===== config.mk =====
export PLATFORM = sky130hd
export DESIGN_NAME = writeback
export DESIGN_NICKNAME = d
export VERILOG_FILES = /design/src/rtl/writeback.sv
export SDC_FILE = /design/constraint.sdc
export NUM_CORES = 1
export LEC_CHECK = 0
export CAP_MARGIN = 20
export CORE_UTILIZATION = 52
export CTS_BUF_LIST = sky130_fd_sc_hd__clkbuf_16
export CTS_CLUSTER_DIAMETER = 30
export DETAILED_ROUTE_END_ITERATION = 6
export PLACE_DENSITY = 0.95
export REMOVE_ABC_BUFFERS = 1
export SYNTH_ARGS = -nofsm -noshare
export SYNTH_HDL_FRONTEND = slang
export SYNTH_SLANG_ARGS = --single-unit

===== constraint.sdc =====
create_clock -name clk -period 3.7 [get_ports clk]
set_input_delay 0.37 -clock clk [delete_from_list [all_inputs] [get_ports clk]]
set_output_delay 0.37 -clock clk [all_outputs]
set_load 0.01 [all_outputs]

===== src/rtl/writeback.sv =====
// Writeback stage: one capture register feeding the register-file write port, load extraction and misalign pulse.
// Optional retire counter output wb_retire_cnt_out is built when WB_RETIRE_CNT_EN is defined.
module writeback #(
    parameter int XLEN = 32
) (
    input  logic            clk,
    input  logic            reset,
    input  logic            wb_valid_in,
    input  logic            wb_reg_wr_in,
    input  logic [4:0]      wb_rd_in,
    input  logic [1:0]      wb_reg_in_sel_in,
    input  logic [2:0]      wb_func3_in,
    input  logic [XLEN-1:0] wb_alu_in,
    input  logic [XLEN-1:0] wb_drdata_in,
    input  logic [XLEN-1:0] wb_pc_in,
    input  logic [XLEN-1:0] wb_imm_in,
    input  logic            wb_stall_in,
    input  logic            wb_flush_in,
    output logic            wb_reg_wr_out,
    output logic [4:0]      wb_rd_out,
    output logic [XLEN-1:0] wb_reg_data_out,
`ifdef WB_RETIRE_CNT_EN
    output logic [XLEN-1:0] wb_retire_cnt_out,
`endif
    output logic            wb_misalign_out
);

    localparam logic [1:0] SEL_ALU  = 2'b00;
    localparam logic [1:0] SEL_LOAD = 2'b01;
    localparam logic [1:0] SEL_PC4  = 2'b10;

    logic            vld_p0;
    logic            reg_wr_p0;
    logic            done_p0;
    logic [4:0]      rd_p0;
    logic [1:0]      sel_p0;
    logic [2:0]      func3_p0;
    logic [XLEN-1:0] alu_p0;
    logic [XLEN-1:0] drdata_p0;
    logic [XLEN-1:0] pc_p0;
    logic [XLEN-1:0] imm_p0;

    logic            is_load;
    logic            mis;

    // func3[1:0]: 00 byte, 01 halfword, anything else behaves as a word access
    function automatic logic misaligned(input logic [2:0] f3, input logic [1:0] off);
        case (f3[1:0])
            2'b00:   return 1'b0;
            2'b01:   return off[0];
            default: return off != 2'b00;
        endcase
    endfunction

    function automatic logic [XLEN-1:0] load_extract(input logic [2:0] f3, input logic [1:0] off,
                                                     input logic [XLEN-1:0] word);
        logic signed [7:0]  b;
        logic signed [15:0] h;
        b = word[{off, 3'b000} +: 8];
        h = off[1] ? word[31:16] : word[15:0];
        case (f3[1:0])
            2'b00:   return f3[2] ? {{(XLEN-8){1'b0}}, b}  : {{(XLEN-8){b[7]}}, b};
            2'b01:   return f3[2] ? {{(XLEN-16){1'b0}}, h} : {{(XLEN-16){h[15]}}, h};
            default: return word;
        endcase
    endfunction

    // ---- stage p0: capture register (stall holds, flush clears valid only) ----
    always_ff @(posedge clk) begin
        if (reset) begin
            vld_p0    <= 1'b0;
            reg_wr_p0 <= 1'b0;
            done_p0   <= 1'b0;
            rd_p0     <= '0;
            sel_p0    <= '0;
            func3_p0  <= '0;
            alu_p0    <= '0;
            drdata_p0 <= '0;
            pc_p0     <= '0;
            imm_p0    <= '0;
        end else if (wb_stall_in) begin
            // The held instruction has already had its one cycle on the write port.
            done_p0   <= 1'b1;
        end else begin
            vld_p0    <= wb_valid_in & ~wb_flush_in;
            reg_wr_p0 <= wb_reg_wr_in;
            done_p0   <= 1'b0;
            rd_p0     <= wb_rd_in;
            sel_p0    <= wb_reg_in_sel_in;
            func3_p0  <= wb_func3_in;
            alu_p0    <= wb_alu_in;
            drdata_p0 <= wb_drdata_in;
            pc_p0     <= wb_pc_in;
            imm_p0    <= wb_imm_in;
        end
    end

    assign is_load = (sel_p0 == SEL_LOAD);
    assign mis     = is_load & misaligned(func3_p0, alu_p0[1:0]);

    assign wb_reg_wr_out   = vld_p0 & reg_wr_p0 & (rd_p0 != 5'd0) & ~mis & ~done_p0;
    assign wb_misalign_out = vld_p0 & mis & ~done_p0;
    assign wb_rd_out       = rd_p0;

    always_comb begin
        wb_reg_data_out = imm_p0;
        case (sel_p0)
            SEL_ALU:  wb_reg_data_out = alu_p0;
            SEL_LOAD: wb_reg_data_out = load_extract(func3_p0, alu_p0[1:0], drdata_p0);
            SEL_PC4:  wb_reg_data_out = pc_p0 + XLEN'(4);
            default:  wb_reg_data_out = imm_p0;
        endcase
    end

`ifdef WB_RETIRE_CNT_EN
    logic [XLEN-1:0] retire_cnt;

    // An instruction retires on the edge it is replaced, so stalls never count it twice.
    always_ff @(posedge clk) begin
        if (reset) begin
            retire_cnt <= '0;
        end else if (!wb_stall_in && vld_p0) begin
            retire_cnt <= retire_cnt + XLEN'(1);
        end
    end

    assign wb_retire_cnt_out = retire_cnt;
`endif

endmodule


* Yosys cells after proc, flatten, opt, wreduce, memory -nomap -nowiden
Index checks and enable logic that the tools add are counted.
Word-level totals: bits in registers 141, bits of input ports 144, output and inout port bits 39, logic and storage cells 37
Operators by class: add/sub/neg operators 1, equality and inequality tests 3, shifts and indexed selects 1, mux-type cells 7, bitwise logic cells 11, reductions and logical operators 4
Operator list (count):
- $pmux 32 s3 | 1
- $mux 32 | 2
- $pmux 32 s2 | 1
- $add 32x3->32 const B | 1
- $shiftx 32x6->8 | 1
- $mux 16 | 1
- $and 1x1->1 | 8
- $reduce_bool 5->1 | 1
- $eq 2x1->1 const B | 2
- $logic_not 2->1 | 2
- $not 1->1 | 3
- $eq 2x2->1 const B | 1
- $pmux 1 s2 | 1
- $reduce_bool 2->1 | 1
- $mux 1 | 1

* Longest topological paths before layout
Gate-level depths: netlist of the first run.
word-level depth 6, gate-level depth with buffers 7, depth with buffers taken out 6

* Least setup slack after synthesis of the first run
OpenSTA, ideal clock, no wires.
kind register to output, start register pc_p0[2], end output wb_reg_data_out[22], data arrival time 1.660 ns, required time 3.330 ns, setup slack 1.670 ns, stages on the path, launching flop included 7, buffers on the path 0, path through dfxtp_1 -> ha_1 -> nand3_2 -> nor4_4 -> nand2_1 -> xnor2_1 -> a221o_1
On the way: cells in the longest elaborated chain, start to end 2
Ends and longest elaborated chain:
- start, declared | RTL line 40 | logic [XLEN-1:0] pc_p0;
- start signal, assigned | RTL line 93 | pc_p0 <= wb_pc_in;
- $add 32x3->32 | RTL line 110 | SEL_PC4: wb_reg_data_out = pc_p0 + XLEN'(4);
- $pmux 32 s3 | RTL line 107 | case (sel_p0)
- end, declared | RTL line 21 | output logic [XLEN-1:0] wb_reg_data_out,
No other way between the ends.

* Final worst setup path of the first run
start register func3_p0[1], end output wb_reg_data_out[26]
On the way: cells in the longest elaborated chain, start to end 3, elaborated cells on any way between the ends 4, those cells by class 1 x eq/ne; 2 x mux; 1 x reduce/logical
Ends and longest elaborated chain:
- start, declared | RTL line 37 | logic [2:0] func3_p0;
- start signal, assigned | RTL line 90 | func3_p0 <= wb_func3_in;
- $eq 2x1->1 / $logic_not 2->1 (equally long branches) | RTL line 61 | case (f3[1:0])
- $pmux 32 s2 * | RTL line 61
- $pmux 32 s3 * | RTL line 107
Mark *: on every way between the ends. The rest lies on a longest branch, timed or not.

==> flow_summary_export.csv, run 1 <==
group,metric,value,unit
run_status,status,"complete, but fails checks",
run_status,violations,"design-rule violations",
die,die_w,118.3,um
pwr,p_sw,1038,uW
pwr,clockPowerShare,0.386,
cts,ctsResizeCount,0,
critical_path,crit_chain,"or2_1 -> o21ai_1 -> a21oi_1 -> a211oi_2 -> clkdlybuf4s50_1",
die,rows,42,
die,initial_core_util,0.5314,
cts,clk_pin_slew,0.05,ns
critical_path,cpPeakStageDelay,0.66,ns
synthesis,synthArstFlopShare,0,
pwr,p_int,2894,uW
synthesis,syn_area,7037,sq um
route,viasPerCell,5.850,
worst_hold_path,hp-class,"in -> reg",
sta,fin_skew,0,ns
route,route.detailed.drc,19,
route,drt-total-wl,21090,um
cts,tritoncts,"done",
pwr,power.leakage,0.004009,uW
place,io_buffers,182,
cts,cts_buffer_depth,2,
route,routedWlPerCell,18.66,um
die,ios,183,
critical_path,worstSetupPathType,"reg -> out",
critical_path,start_kind,"register",
synthesis,synth_seq_area_share,0.4011,
route,ant_nets,0,
cts,cts_made_buffers,17,
global_route,grt_pass1_wl,33570,um
route,drt_iter0_drc,736,
synthesis,ys.flop_type,"dfxtp_1",
global_route,grtUsageTotal,0.3073,
sta,setup_tns,0,ns
synthesis,synthAdderAreaFrac,0.001778,
cts,cts_max_level,4,
synthesis,yosys.area_share.simple,0.1814,
sta,setup_viol,0,
sta,hold_violations,0,
place,dp_cells,1098,
critical_path,worstSetupEndpointType,"primary output",
job,cap_violations,0,
critical_path,crit_buf_inv,1,
cells_and_area,finalNonFillerCells,1130,
cells_and_area,seq_area,2824,sq um
global_route,grt_overflow,0,
synthesis,synth_top_family_by_area,"multiplexers",
global_route,antenna_found_initial,0,
cts,ctsHoldBuffers,0,
synthesis,synth_cells,786,
sta,tightestPinTransition,0.9154,ns
worst_hold_path,min_from,"reset",
place,gp_congestion,0.8739,
cts,cts_setup_buffers,0,
pwr,p_per_area,415.8,nW/um^2
synthesis,ys_warn_count,0,
critical_path,cp_top_family,"compound AO/OA/AOI/OAI gates",
cells_and_area,multi_input_area,3931,sq um
cells_and_area,nFillCells,970,
die,die_y,118.3,um
cells_and_area,final_common_cell,"clkdlybuf4s50_1",
cells_and_area,diodes,0,
critical_path,crit_arrival,3.11,ns
sta,rsz0062_at_grt,"false",
die,die-area,14000,sq um
global_route,grt_max_degree,77,
die,coreArea,13240,sq um
pwr,pwr-share-comb,0.181,
synthesis,muxShareOfSynthArea,0.2191,
pwr,p_sw_frac,0.2639,
critical_path,r2r_end,"func3_p0[1]$_SDFFE_PP0N_",
sta,fin_crit_sh,0.9398,
cts,cts_sinks,141,
critical_path,reg2reg_depth,2,
sta,drv_slew,0,
critical_path,slowest_stage,"o21ai_1",
cts,worst_skew_pair.late_latency,0.42,ns
pwr,ir_worst_vdd,0.2921,mV
route,vias,6611,
critical_path,r2r_start,"func3_p0[1]$_SDFFE_PP0N_",
global_route,first_global_vias,6303,
critical_path,worstPathRequired,3.33,ns
synthesis,synth_compound_area_frac,0.1241,
cells_and_area,fin_nets,1086,
cells_and_area,areaGrowthSynthToFinish,34.39,%
sta,fin_hold_ws,0.4869,ns
worst_hold_path,timing.hold.worst_endpoint,"alu_p0[18]$_SDFFE_PP0N_",
cells_and_area,layout_common_cells,"180 x clkdlybuf4s50_1, 170 x nor2_1, 142 x mux2i_1",
sta,slew_headroom,0.3898,
place,dpl.hpwl,14800,um
sta,timing.fmax,0.2876,GHz
route,dr.pass1.iters,7,
synthesis,avgSynthCellArea,8.953,sq um
cells_and_area,layout-drive-gt1-share,0.06499,
synthesis,synth_xor_area_frac,0.03236,
critical_path,crit_fanout,23,
critical_path,rrSetupSlack,2.45,ns
sta,min_period,3.477,ns
cts,clock-root-buffer,"clkbuf_16",
synthesis,synth-edff-count,0,
synthesis,ys_seq_elements,141,
pwr,seq_power_share,0.433,
synthesis,ys_types,64,
worst_hold_path,min_path_cells,2,
[final cells by class]
class / count / share of cell area
Multi-Input combinational cell: 576 / 0.4157
Sequential cell: 141 / 0.2986
Timing Repair Buffer: 194 / 0.2034
Clock buffer: 17 / 0.04499
Tap cell: 176 / 0.02329
Clock inverter: 15 / 0.009659
Inverter: 11 / 0.004366
[cells by family (layout without fill, tap and decap cells)]
logic type / after synthesis / after routing
XOR/XNOR: 26 / 26
AND/OR/NAND/NOR: 274 / 274
AO/OA/AOI/OAI: 124 / 124
adder cells (fa/ha/maj): 1 / 1
multiplexers: 151 / 151
buffers and inverters: 69 / 237
flip-flops: 141 / 141
[flip-flops by register name, summed over array words and instances (netlist names)]
| register | count |
|---|---|
| pc_p0 | 32 |
| reg_wr_p0 | 1 |
| vld_p0 | 1 |
| done_p0 | 1 |
| sel_p0 | 2 |
| drdata_p0 | 32 |
| imm_p0 | 32 |
| wb_rd_out | 5 |
| alu_p0 | 32 |
| func3_p0 | 3 |
[metrics by stage]
stage	util	worst slack, ns	power [uW]	instance area [sq um]
global route	0.7141	0.1413	4081	9457
CTS	0.7141	0.3022	3937	9457
floorplan	-	0.7546	2015	6795
detailed placement	0.6751	0.8389	2431	8940
global placement	0.6751	0.8913	2416	8940
finish	0.7141	0.2227	3932	9457
[layer usage]
layer | track usage | part of all wire | vias up | wire length (um)
met4 | 0.1114 | 0.025 | 0 | 531
met2 | 0.4849 | 0.47 | 356 | 9865
met3 | 0.07143 | 0.080 | 51 | 1687
li1 | - | - | 3084 | -
met1 | 0.4088 | 0.43 | 3120 | 9005
met5 | 0 | 0 | - | 0
[power by group through the flow]
| stage | combinational (uW) | sequential, uW | clock (uW) |
|---|---|---|---|
| after floorplan | 300 | 1720 | 0 |
| after global placement | 691 | 1720 | 0 |
| after detailed placement | 700 | 1730 | 0 |
| after CTS | 708 | 1700 | 1530 |
| after global routing | 763 | 1710 | 1600 |
| final | 713 | 1700 | 1520 |
[Yosys cell counts (2+ instances only)]
master / instances / share of area
a211oi_1: 3 / 0.0032
a211oi_2: 3 / 0.0053
a21o_1: 6 / 0.0064
a21oi_1: 21 / 0.015
a221o_1: 6 / 0.0085
a221oi_1: 9 / 0.011
a22o_1: 3 / 0.0037
a22oi_1: 7 / 0.0075
a311oi_1: 4 / 0.0050
a31oi_1: 5 / 0.0044
and2_1: 3 / 0.0027
and3_1: 5 / 0.0044
and4_1: 2 / 0.0025
buf_1: 8 / 0.0043
buf_2: 16 / 0.011
clkbuf_1: 33 / 0.018
dfxtp_1: 141 / 0.40
inv_1: 11 / 0.0059
mux2_2: 6 / 0.0096
mux2_4: 2 / 0.0043
mux2i_1: 142 / 0.20
nand2_1: 45 / 0.024
nand2b_1: 3 / 0.0027
nand3_1: 12 / 0.0085
nand4_1: 5 / 0.0044
nand4_4: 2 / 0.0060
nor2_1: 170 / 0.091
nor2b_1: 5 / 0.0044
nor3_1: 3 / 0.0021
nor4_1: 2 / 0.0018
nor4_4: 3 / 0.0091
o211a_1: 2 / 0.0028
o211ai_1: 2 / 0.0021
o21ai_0: 23 / 0.016
o21ai_1: 2 / 0.0014
o221a_1: 2 / 0.0032
o221ai_1: 3 / 0.0037
o22ai_1: 13 / 0.012
or2_1: 2 / 0.0018
or2_2: 2 / 0.0018
or4_1: 2 / 0.0021
xnor2_1: 9 / 0.011
xor2_1: 17 / 0.021
[worst reg2reg max path: cells and delay by family (launching register included)]
family           cells  cell delay (ns)
flip-flops           1             0.91
multiplexers         1             0.16
AND/OR/NAND/NOR      1             0.11
[how the worst max path moves through the flow]
stage / startpoint / cells after the start / end
after floorplan: sel_p0[0]$_SDFFE_PP0N_ / 4 / wb_reg_data_out[12]
after global placement: func3_p0[0]$_SDFFE_PP0N_ / 6 / wb_reg_data_out[26]
after detailed placement: func3_p0[0]$_SDFFE_PP0N_ / 6 / wb_reg_data_out[26]
after CTS: func3_p0[1]$_SDFFE_PP0N_ / 5 / wb_reg_data_out[26]
after global routing: func3_p0[0]$_SDFFE_PP0N_ / 6 / wb_reg_data_out[26]
final: func3_p0[1]$_SDFFE_PP0N_ / 5 / wb_reg_data_out[26]
Note: power is estimated with default switching activity, not from simulation.
==> inputs of run 2 (changes only) <==
- clock period: 3.7 -> 4.31 ns (I/O delays scaled with it)
==> flow_summary_export.csv, run 2 (synthesized netlist as in run 1, its figures left out) <==
group,metric,value,unit
cts,clk_pin_slew,0.06,ns
critical_path,cpPeakStageDelay,0.77,ns
sta,tightestPinTransition,1.085,ns
worst_hold_path,hp-class,"reg -> reg",
global_route,grt_pass1_wl,32750,um
place,dpl.hpwl,14710,um
die,rows,42,
global_route,grt_util_met2,0.5000,
sta,slew_headroom,0.2767,
cts,cts_setup_buffers,0,
global_route,use_met3,0.08832,
sta,setup_viol,0,
cells_and_area,nFillCells,979,
route,drt_iter0_drc,569,
cts,tritoncts,"done",
cells_and_area,final_area,9537,sq um
sta,hold_violations,0,
route,drt-total-wl,21000,um
pwr,p_per_area,375.0,nW/um^2
route,dr.pass1.iters,5,
sta,fin_crit_sh,0.8417,
critical_path,crit_arrival,3.20,ns
cells_and_area,multi_input_area,3931,sq um
critical_path,reg2reg_depth,3,
pwr,ir_worst_vdd,0.2944,mV
cells_and_area,layout_common_cells,"180 x clkdlybuf4s50_1, 170 x nor2_1, 142 x mux2i_1",
place,io_buffers,182,
route,viasPerCell,5.732,
sta,rsz0062_at_grt,"false",
global_route,grtUsageTotal,0.3031,
global_route,top_usage_layer,"met2",
critical_path,crit_chain,"mux2_4 -> mux2i_4 -> o21ai_1 -> a21oi_1 -> a211oi_2 -> clkdlybuf4s50_1",
die,die_y,118.3,um
place,pre_cts_ws,1.199,ns
cts,ctsHoldBuffers,0,
global_route,first_global_vias,6280,
die,die_w,118.3,um
die,ios,183,
critical_path,worstSetupEndpointType,"primary output",
run_status,status,"completed",
critical_path,crit_fanout,19,
global_route,antenna_found_initial,0,
die,initial_core_util,0.5314,
critical_path,start_kind,"register",
cts,clock-root-buffer,"clkbuf_16",
critical_path,worstPathRequired,3.88,ns
sta,setup_tns,0,ns
cts,cts_buffer_depth,2,
worst_hold_path,min_path_cells,2,
sta,fin_hold_ws,0.4913,ns
sta,timing.fmax,0.2757,GHz
worst_hold_path,timing.hold.worst_endpoint,"imm_p0[0]$_SDFFE_PP0N_",
critical_path,rrSetupSlack,2.76,ns
cells_and_area,fin_nets,1084,
sta,drv_slew,0,
die,coreArea,13240,sq um
cells_and_area,diodes,0,
cts,cts_sinks,141,
global_route,grt_max_degree,107,
critical_path,slowest_stage,"dfxtp_1",
route,route.detailed.drc,0,
cells_and_area,final_common_cell,"clkdlybuf4s50_1",
route,routedWlPerCell,18.62,um
route,ant_nets,0,
cells_and_area,layout-drive-gt1-share,0.06933,
sta,fin_skew,0,ns
cts,ctsResizeCount,0,
job,cap_violations,0,
critical_path,r2r_end,"sel_p0[1]$_SDFFE_PP0N_",
die,die-area,14000,sq um
cells_and_area,seq_area,2824,sq um
place,placed_cell_area,8905,sq um
cts,cts_made_buffers,17,
pwr,power.leakage,0.004027,uW
cts,cts_max_level,4,
global_route,use_met1,0.3652,
critical_path,worstSetupPathType,"reg -> out",
cells_and_area,areaGrowthSynthToFinish,35.53,%
global_route,grt_overflow,0,
critical_path,r2r_start,"sel_p0[1]$_SDFFE_PP0N_",
worst_hold_path,min_from,"imm_p0[0]$_SDFFE_PP0N_",
cts,worst_skew_pair.late_latency,0.42,ns
sta,fin_ws,0.6824,ns
place,gp_congestion,0.9021,
sta,min_period,3.628,ns
route,vias,6466,
==> run 2: cell types whose count changed in the layout (fill, tap and decap cells not counted), sizes merged <==
cell      before  now
buf           14   12
clkinvlp       1    3
inv           15   12
clkinv         9    7
bufinv         1    4
==> run 2: power by group <==
group          internal [uW]  leakage (uW)  total (uW)  switching, uW
clock network            955      0.000294        1510            554
registers               1380       0.00116        1460           79.7
logic                    335       0.00257         606            270
total                   2670       0.00403        3580            903
==> run 2: worst max path at each step <==
stage | to | from | cells past startpoint | slack, ns
5_1_grt | wb_reg_data_out[31] | alu_p0[1]$_SDFFE_PP0N_ | 6 | 0.53
4_1_cts | wb_reg_data_out[26] | alu_p0[1]$_SDFFE_PP0N_ | 6 | 0.69
6_report | wb_reg_data_out[26] | alu_p0[1]$_SDFFE_PP0N_ | 6 | 0.68
3_5_place_dp | wb_reg_data_out[0] | func3_p0[1]$_SDFFE_PP0N_ | 6 | 1.20
2_1_floorplan | wb_reg_data_out[12] | sel_p0[0]$_SDFFE_PP0N_ | 4 | 1.30
3_3_place_gp | wb_reg_data_out[21] | alu_p0[1]$_SDFFE_PP0N_ | 6 | 1.26
==> run 2: per-stage QoR <==
step	cells	total power [uW]	util
after floorplan	728	1730	-
after global placement	1095	2064	0.6724
after detailed placement	1095	2078	0.6724
after CTS	1127	3579	0.7181
after global routing	1128	3699	0.7201
final	1128	3576	0.7201
==> run 2: final cells by class <==
| cell class | count | share of cell area |
|---|---|---|
| Multi-Input combinational cell | 576 | 0.4122 |
| Timing Repair Buffer | 192 | 0.2009 |
| Inverter | 11 | 0.004330 |
| Sequential cell | 141 | 0.2961 |
| Tap cell | 176 | 0.02309 |
| Clock buffer | 17 | 0.04461 |
| Clock inverter | 15 | 0.01876 |
==> run 2: routing by layer <==
metal	up-vias	wire (um)
li1	3076	-
met1	3047	8659
met2	296	9967
met3	47	1722
met4	0	650
met5	-	0
==> run 2: worst max-delay path: cells and delay by family (launching register included) <==
kind / cells / cell delay, ns
AO/OA/AOI/OAI: 3 / 1.04
multiplexers: 2 / 0.39
buffers and inverters: 1 / 0.57
flip-flops: 1 / 0.77
==> inputs of run 3 (changes only) <==
- CORE_UTILIZATION: 52 -> 45
- PLACE_DENSITY: 0.95 -> 0.9
- clock period: 4.31 -> 3.1 ns (I/O delays scaled with it)
==> flow_summary_export.csv, run 3 (synthesized netlist as in run 1, its figures left out) <==
group,metric,value,unit
cells_and_area,final_area,9749,sq um
sta,timing.fmax,0.3275,GHz
critical_path,r2r_start,"sel_p0[1]$_SDFFE_PP0N_",
cells_and_area,areaGrowthSynthToFinish,38.55,%
critical_path,crit_arrival,2.74,ns
cells_and_area,layout_common_cells,"179 x clkdlybuf4s50_1, 170 x nor2_1, 142 x mux2i_1",
critical_path,worstSetupPathType,"reg -> out",
sta,drv_slew,0,
run_status,status,"completed",
global_route,grtUsageTotal,0.2578,
critical_path,crit_fanout,7,
pwr,ir_worst_vdd,0.4184,mV
route,viasPerCell,5.515,
sta,tightestPinTransition,0.7486,ns
worst_hold_path,hp-class,"in -> reg",
cts,tritoncts,"done",
sta,hold_violations,0,
sta,setup_viol,0,
cells_and_area,fin_nets,1098,
pwr,p_per_area,510.7,nW/um^2
global_route,grt_overflow,0,
global_route,grt_max_degree,63,
pwr,p_total,4979,uW
die,rows,45,
place,io_buffers,182,
sta,fin_crit_sh,0.9849,
job,cap_violations,0,
cts,worst_skew_pair.late_latency,0.42,ns
route,drt-total-wl,21140,um
cts,clock-root-buffer,"clkbuf_16",
cts,cts_made_buffers,17,
cts,cts_max_level,4,
global_route,grt_pass1_wl,31880,um
die,ios,183,
die,die_w,127.1,um
route,routedWlPerCell,17.96,um
critical_path,worstSetupStartpoint,"pc_p0[9]$_SDFFE_PP0N_",
route,ant_nets,0,
critical_path,worstSetupEndpointType,"primary output",
place,placed_cell_area,9066,sq um
global_route,antenna_found_initial,0,
sta,min_period,3.053,ns
critical_path,worstPathRequired,2.79,ns
critical_path,start_kind,"register",
sta,fin_skew,0,ns
pwr,power.leakage,0.004121,uW
place,gp_congestion,0.9170,
route,route.detailed.drc,0,
cells_and_area,diodes,0,
route,vias,6491,
die,die-area,16140,sq um
cts,ctsHoldBuffers,0,
cells_and_area,layout-drive-gt1-share,0.09110,
worst_hold_path,min_from,"reset",
cells_and_area,final_common_cell,"clkdlybuf4s50_1",
cts,clk_pin_slew,0.06,ns
die,initial_core_util,0.4612,
die,coreArea,15260,sq um
die,die_y,127.1,um
cts,cts_sinks,141,
sta,slew_headroom,0.5010,
global_route,first_global_vias,6103,
cells_and_area,fin_util,0.6390,
route,dr.pass1.iters,5,
route,drt_iter0_drc,515,
cts,cts_buffer_depth,2,
place,dpl.hpwl,15120,um
## run 3: area by class of cell
type | instances | area [sq um]
well taps | 211 | 264.0
clock buffers | 17 | 425.4
repair buffers | 206 | 2049
clock inverters | 15 | 177.7
multi-input cells | 576 | 3961
flip-flops and latches | 141 | 2830
fillers | 1225 | 5509
inverters | 11 | 41.29
## run 3: path summary, 6_finish.rpt
check                           slack (ns)  depth (start not counted)                       to
worst max-delay path                  0.05                          7      wb_reg_data_out[29]
worst min-delay path                  0.33                          2   pc_p0[12]$_SDFFE_PP0N_
worst max register to register        1.84                          4   sel_p0[1]$_SDFFE_PP0N_
worst min register to register        0.49                          2  imm_p0[31]$_SDFFE_PP0N_
## run 3: worst max-delay path: stages (launching register included)
cell and delay [ns]:
dfxtp_1 0.47, nand4_4 0.23, nor4_4 0.34, buf_4 0.19, nand4_1 0.11, xor2_1 0.18
o22ai_1 0.18, clkdlybuf4s50_1 0.61
## run 3: power breakdown
group          switching (uW)  total, uW  internal, uW
logic                     383        856           474
clock network             767       2090          1330
registers                 107       2030          1920
## run 3: repair_timing
action,4_1_cts,5_1_grt
gates resized for setup,4,8
pin swaps,1,2
endpoints found under the setup margin,13,18
cloned,0,0
buffers inserted,2,4
## run 3: layer usage
layer | vias to the layer above | track usage | part of all wire
met5 | - | 0 | 0
met4 | 0 | 0.1085 | 0.030
met3 | 44 | 0.06156 | 0.078
met2 | 272 | 0.4192 | 0.47
met1 | 3063 | 0.3277 | 0.43
li1 | 3112 | - | -
## run 3: through the flow
| stage | setup TNS, ns | hold slack, ns | std cells | setup WS [ns] |
|---|---|---|---|---|
| 5_1_grt | -0.1419 | 0.3480 | 1177 | -0.04186 |
| 6_report | 0 | 0.3262 | 1177 | 0.04688 |
| 3_5_place_dp | 0 | 0.4832 | 1139 | 0.3025 |
| 3_3_place_gp | 0 | 0.4706 | 1139 | 0.3946 |
| 2_1_floorplan | 0 | 0.3816 | 728 | 0.2146 |
| 4_1_cts | 0 | 0.3242 | 1173 | 0.002208 |
